==> src/rtl/jt5205_pkg.sv <==
`timescale 1ns/1ps
// Shared constants for the MSM5205 ADPCM decoder: step table, index adjust
// table, divider ratios and sel encodings.
package jt5205_pkg;

  localparam logic [6:0] DIV_96 = 7'd96;
  localparam logic [6:0] DIV_48 = 7'd48;
  localparam logic [6:0] DIV_64 = 7'd64;

  localparam logic [1:0] SEL_96   = 2'b00;
  localparam logic [1:0] SEL_48   = 2'b01;
  localparam logic [1:0] SEL_64   = 2'b10;
  localparam logic [1:0] SEL_HALT = 2'b11;

  localparam int IDX_MAX = 48;

  localparam logic [10:0] STEP_TBL [49] = '{
    11'd16,   11'd17,   11'd19,   11'd21,   11'd23,   11'd25,   11'd28,
    11'd31,   11'd34,   11'd37,   11'd41,   11'd45,   11'd50,   11'd55,
    11'd60,   11'd66,   11'd73,   11'd80,   11'd88,   11'd97,   11'd107,
    11'd118,  11'd130,  11'd143,  11'd157,  11'd173,  11'd190,  11'd209,
    11'd230,  11'd253,  11'd279,  11'd307,  11'd337,  11'd371,  11'd408,
    11'd449,  11'd494,  11'd544,  11'd598,  11'd658,  11'd724,  11'd796,
    11'd876,  11'd963,  11'd1060, 11'd1166, 11'd1282, 11'd1411, 11'd1552
  };

  localparam logic signed [7:0] IDX_ADJ [8] = '{
    -8'sd1, -8'sd1, -8'sd1, -8'sd1, 8'sd2, 8'sd4, 8'sd6, 8'sd8
  };

  function automatic logic [6:0] div_n(input logic [1:0] sel);
    case (sel)
      SEL_48:  div_n = DIV_48;
      SEL_64:  div_n = DIV_64;
      default: div_n = DIV_96;
    endcase
  endfunction

endpackage

==> src/rtl/jt5205_dec.sv <==
`timescale 1ns/1ps
// One ADPCM decode step: nibble + accumulator + step index -> next
// accumulator (saturated to 12 bits) and next step index (clamped 0..48).
module jt5205_dec
  import jt5205_pkg::*;
(
  input  logic [3:0]         din,
  input  logic signed [11:0] acc,
  input  logic [5:0]         idx,
  output logic signed [11:0] acc_next,
  output logic [5:0]         idx_next
);

  logic [11:0]        w_step;
  logic [11:0]        w_diff;
  logic signed [13:0] w_sum;
  logic signed [7:0]  w_idx;

  always_comb begin
    w_step = {1'b0, STEP_TBL[idx]};
    w_diff = (w_step >> 3)
           + (din[2] ? w_step        : 12'd0)
           + (din[1] ? (w_step >> 1) : 12'd0)
           + (din[0] ? (w_step >> 2) : 12'd0);

    // Wide enough that acc +/- the largest diff cannot wrap before clamping.
    if (din[3])
      w_sum = $signed({{2{acc[11]}}, acc}) - $signed({2'b00, w_diff});
    else
      w_sum = $signed({{2{acc[11]}}, acc}) + $signed({2'b00, w_diff});

    if (w_sum > 14'sd2047)
      acc_next = 12'sd2047;
    else if (w_sum < -14'sd2048)
      acc_next = -12'sd2048;
    else
      acc_next = w_sum[11:0];

    w_idx = $signed({2'b00, idx}) + IDX_ADJ[din[2:0]];
    if (w_idx < 8'sd0)
      idx_next = 6'd0;
    else if (w_idx > 8'(IDX_MAX))
      idx_next = 6'(IDX_MAX);
    else
      idx_next = w_idx[5:0];
  end

endmodule

==> src/rtl/jt5205_adpcm.sv <==
`timescale 1ns/1ps
// MSM5205 ADPCM decoder: sample-rate divider driven by cen, one nibble
// decoded per sample event, optional output slew interpolation.
module jt5205_adpcm
  import jt5205_pkg::*;
#(
  parameter int INTERPOL = 0
) (
  input  logic               clk,
  input  logic               reset,
  input  logic               cen,
  input  logic [1:0]         sel,
  input  logic [3:0]         din,
  output logic signed [11:0] sound,
  output logic               sample,
  output logic               irq,
  output logic               vclk_o
);

  logic [6:0]         r_cnt;
  logic [1:0]         r_sel;
  logic               r_vclk;
  logic signed [11:0] r_acc;
  logic [5:0]         r_idx;
  logic signed [11:0] r_sound;

  logic               w_halt;
  logic               w_wrap;
  logic               w_event;
  logic [6:0]         w_n;
  logic signed [11:0] w_acc_next;
  logic [5:0]         w_idx_next;

  assign w_halt  = (sel == SEL_HALT);
  assign w_n     = div_n(r_sel);
  assign w_wrap  = (r_cnt == w_n - 7'd1);
  assign w_event = cen && !w_halt && w_wrap && !reset;

  // The ratio in r_sel only changes at a wrap so a period always completes.
  always_ff @(posedge clk) begin
    if (reset) begin
      r_cnt  <= 7'd0;
      r_sel  <= sel;
      r_vclk <= 1'b0;
    end else begin
      if (r_sel == SEL_HALT && !w_halt)
        r_sel <= sel;
      if (cen && !w_halt) begin
        if (w_wrap) begin
          r_cnt  <= 7'd0;
          r_sel  <= sel;
          r_vclk <= 1'b1;
        end else begin
          r_cnt  <= r_cnt + 7'd1;
          r_vclk <= (r_cnt + 7'd1) < (w_n >> 1);
        end
      end
    end
  end

  jt5205_dec u_dec (
    .din      (din),
    .acc      (r_acc),
    .idx      (r_idx),
    .acc_next (w_acc_next),
    .idx_next (w_idx_next)
  );

  always_ff @(posedge clk) begin
    if (reset) begin
      r_acc <= 12'sd0;
      r_idx <= 6'd0;
    end else if (w_event) begin
      r_acc <= w_acc_next;
      r_idx <= w_idx_next;
    end
  end

  generate
    if (INTERPOL == 0) begin : g_direct
      always_ff @(posedge clk) begin
        if (reset)
          r_sound <= 12'sd0;
        else
          r_sound <= r_acc;
      end
    end else begin : g_slew
      logic signed [12:0] w_delta;
      logic signed [12:0] w_slew;
      assign w_delta = $signed({r_acc[11], r_acc}) - $signed({r_sound[11], r_sound});
      assign w_slew  = w_delta >>> 2;
      always_ff @(posedge clk) begin
        if (reset)
          r_sound <= 12'sd0;
        else if (cen && !w_halt) begin
          if (w_delta > -13'sd4 && w_delta < 13'sd4)
            r_sound <= r_acc;
          else
            r_sound <= r_sound + w_slew[11:0];
        end
      end
    end
  endgenerate

  assign sound  = r_sound;
  assign sample = w_event;
  assign vclk_o = r_vclk;
  assign irq    = r_vclk;

endmodule

==> config.mk <==
export PLATFORM = sky130hd
export DESIGN_NAME = jt5205_adpcm
export DESIGN_NICKNAME = d
export VERILOG_FILES = /design/src/rtl/jt5205_pkg.sv /design/src/rtl/jt5205_dec.sv /design/src/rtl/jt5205_adpcm.sv
export SDC_FILE = /design/constraint.sdc
export NUM_CORES = 1
export LEC_CHECK = 0
export CORE_MARGIN = 3
export CORE_UTILIZATION = 35
export DETAILED_ROUTE_END_ITERATION = 10
export PLACE_DENSITY_LB_ADDON = 0.3
export SYNTH_ARGS = -nofsm -noshare
export SYNTH_HDL_FRONTEND = slang
export SYNTH_HIERARCHICAL = 1
export SYNTH_SLANG_ARGS = --single-unit
==> constraint.sdc <==
create_clock -name clk -period 6.9 [get_ports clk]
set_input_delay 1.035 -clock clk [delete_from_list [all_inputs] [get_ports clk]]
set_output_delay 1.035 -clock clk [all_outputs]
set_load 0.01 [all_outputs]
==> results of run 1 <==
sequential cells by signal, summed over array words and instances (netlist names):
register	cells
irq	1
sound	12
r_sel	2
r_idx	6
r_acc	12
r_cnt	7
through the flow:
step / setup TNS [ns] / setup slack, ns
3_5_place_dp: -0.152 / -0.0434
2_1_floorplan: 0 / 0.0350
3_3_place_gp: 0 / 0.0115
4_1_cts: 0 / 0.00269
5_1_grt: -2.68 / -0.285
6_report: 0 / 0.0199
power groups by stage:
stage	sequential (mW)	combinational, mW	clock (mW)
2_1_floorplan	0.242	0.0627	0
3_3_place_gp	0.242	0.0821	0
3_5_place_dp	0.243	0.0850	0
4_1_cts	0.237	0.0858	0.223
5_1_grt	0.238	0.0988	0.231
6_report	0.237	0.0886	0.219
metal layers:
layer,up-vias,GRT usage,wire [um],part of all wire
met5,-,0,0,0
met4,0,0.0399,165,0.015
met3,13,0.0167,354,0.032
met2,87,0.267,5280,0.48
met1,1960,0.197,5190,0.47
li1,2132,-,-,-
area by class of cell:
| type | instances | area, um^2 | share of cell area |
|---|---|---|---|
| well taps | 172 | 215 | 0.0375 |
| clock inverters | 1 | 5.00 | 0.000873 |
| inverters | 55 | 214 | 0.0373 |
| repair buffers | 68 | 593 | 0.103 |
| flip-flops and latches | 40 | 811 | 0.141 |
| clock buffers | 6 | 129 | 0.0225 |
| multi-input cells | 458 | 3760 | 0.657 |
layout by cell type (no fill, tap or decap), drive strengths merged, types with 9 or more instances in the layout:
| master | netlist | layout |
|---|---|---|
| inv | 55 | 53 |
| ha | 51 | 51 |
| a21oi | 48 | 48 |
| nand2 | 47 | 47 |
| buf | 12 | 45 |
| nor2 | 45 | 45 |
| dfxtp | 40 | 40 |
| xnor2 | 25 | 25 |
| clkdlybuf4s50 | 0 | 23 |
| o21ai | 21 | 21 |
| fa | 19 | 19 |
| o22ai | 16 | 16 |
| nor2b | 15 | 15 |
| xor2 | 15 | 15 |
| a22o | 14 | 14 |
| nor3 | 12 | 12 |
| nand3 | 10 | 10 |
| nand2b | 9 | 9 |
| and2 | 9 | 9 |
| a211oi | 9 | 9 |
worst max-delay path by stage:
stage | cells after the start | to | startpoint | slack [ns]
5_1_grt | 29 | r_acc[3] | r_idx[1] | -0.29
3_3_place_gp | 23 | r_acc[2] | din[0] | 0.01
2_1_floorplan | 28 | r_acc[2] | r_idx[1] | 0.03
3_5_place_dp | 24 | r_acc[3] | din[2] | -0.04
4_1_cts | 28 | r_acc[3] | r_idx[0] | 0.003
6_report | 27 | r_acc[2] | r_idx[0] | 0.02
logic make-up after synthesis:
| family | count (synthesis) |
|---|---|
| adder cells (fa/ha/maj) | 71 |
| XOR/XNOR | 40 |
| multiplexers | 11 |
| flip-flops | 40 |
| buffers and inverters | 83 |
| AND/OR/NAND/NOR | 169 |
| AO/OA/AOI/OAI | 167 |
repair_timing:
item	4_1_cts	5_1_grt
pin swaps	7	9
cloned	1	0
setup endpoints to repair	11	12
gates resized for setup	11	33
setup buffers	4	7
==> key figures, run 1 <==
Outcome
  • Outcome: completed

Timing
  • Worst hold slack: 0.503 ns
  • Final Cycle Share: 0.997
  • # setup viols final: 0
  • Layout Skew: 0.00994 ns
  • Final Max Slew Viols: 0
  • Hold Fails Final Rpt: 0
  • Max-slew headroom: 0.441
  • Slew @ Worst Pin: 0.836 ns
  • Unrepaired setup endpoints after global routing: true
  • Max frequency: 145 MHz
  • Final min period: 6.88 ns

Critical path
  • R2r endpoint: r_acc[2]
  • Max incr delay on CP: 0.50 ns
  • FF-to-FF path depth: 27
  • Crit end category: flop
  • Crit path DAT: 7.04 ns
  • Family with the most delay on the worst path: adder cells
  • Critical R2R Launch: r_idx[0]
  • Startpoint types: flop
  • Slowest stage cell, crit path: fa_1
  • Kind of critical path: flop to flop
  • FF-to-FF setup slack: 0.02 ns
  • Most used cell, CP: fa_1
  • Buf+Inv Stages, Crit Path: 3
  • Critical path data required time: 7.06 ns
  • Max FO, Critical Path: 6

Global routing
  • Vias in the first global route: 4164
  • Initial antenna violation count: 0
  • Total track usage: 0.151
  • First-pass GRT wire length: 18.9 mm
  • Overflow after GRT: 0
  • Pin count of the biggest net entering global routing: 34

Cells and area
  • Cell area after layout: 5730 um^2
  • Final #Nets: 707
  • Ant diodes: 0
  • Fin util: 0.445
  • Syn-to-layout area delta: 22.0%
  • Share of cells above drive strength 1: 0.218
  • Final Non-Filler Cells: 800
  • Fillers: 1260

Hold path
  • Hold depth: 1
  • HP Class: flop to flop
  • Worst hold start: r_acc[6]
  • Worst Hold End: sound[6]

Synthesis
  • Synth Area in XOR/XNOR: 0.0746
  • Syn_area_per_cell: 8.09 um^2
  • Post-synth cell types: 70
  • Post-synth top cells: 55 x inv_1, 51 x ha_1, 48 x a21oi_1
  • Mapped Nets: 660
  • EDFF count, synth: 0
  • Most common cell in the netlist: inv_1
  • Asr flop ratio synth: 0
  • Post-Synthesis Cell Area: 4700 um^2
  • Synth top area share: 0.170
  • Yosys reg bits: 40
  • Synth area leaders: dfxtp_1 17%, ha_1 14%, fa_1 8.1%, a21oi_1 5.1%, xnor2_1 4.7%
  • Number of cells produced by synthesis: 581
  • Post-synthesis mux area share: 0.0298
  • Synth area leader: dfxtp_1
  • Compound-cell area share of the yosys netlist: 0.253
  • Largest family of logic cells by synthesized area: compound AO/OA/AOI/OAI gates
  • Synth Area in Adders: 0.219
  • Sequential area share after synthesis: 0.170
  • Main synth FF type: dfxtp_1
  • YS warnings: 6
  • Simple-gate share of the synthesized area: 0.177

Clocking
  • Hold buffers post-CTS: 0
  • H-Tree Depth: 2
  • CTS tree: done
  • CTS Sinks: 40
  • Total CTS buffers: 5
  • Root Buffer: clkbuf_16
  • Worst-path clk slew: 0.06 ns
  • Bufs on Longest Clock Path: 2
  • Worst skew pair latency: 0.28 ns

Power and ir drop
  • Flop pwr share: 0.436
  • Max IR drop VDD: 0.0788 mV
  • Combinational power share: 0.163
  • Internal: 0.406 mW
  • Total power: 0.544 mW
  • Leak: 2.46 nW
  • Clk pwr share: 0.402
  • P_sw: 0.138 mW
  • Switching Fraction: 0.254
  • Power per cell area: 95.0 nW/um^2

Placement
  • Detailed placer's ending HPWL: 8.76 mm
  • Placed insts: 781
  • Post-DP Area: 5320 um^2
  • Port buffer count: 23
  • Routability cong.: 0.890

Detailed routing
  • DR DRC count: 0
  • DR pass1 iterations: 5
  • DR iter-0 viols: 304
  • Via Count: 4192
  • Antenna-violating nets left: 0
  • Routed WL: 11.0 mm
  • Drt via density: 5.24
  • Wire per inst: 13.7 um

Floorplan
  • IO Count: 24
  • Die W: 122 um
  • Core area: 12900 um^2
  • Rows: 41
  • Full die area: 14800 um^2
  • Initial Utilization: 0.365
  • Die Y-Extent: 122 um

Run
  • Max-Cap Viols: 0
No activity file was read; power rests on OpenSTA's default activity.
==> inputs of run 2 (changes only) <==
--- a/config.mk
+++ b/config.mk
@@ -9,6 +9,7 @@
 export CORE_UTILIZATION = 35
 export DETAILED_ROUTE_END_ITERATION = 10
 export PLACE_DENSITY_LB_ADDON = 0.3
+export SLEW_MARGIN = 5
 export SYNTH_ARGS = -nofsm -noshare
 export SYNTH_HDL_FRONTEND = slang
 export SYNTH_HIERARCHICAL = 1
==> results of run 2 <==
Final layout, timing and power as in run 1 (identical DEF).
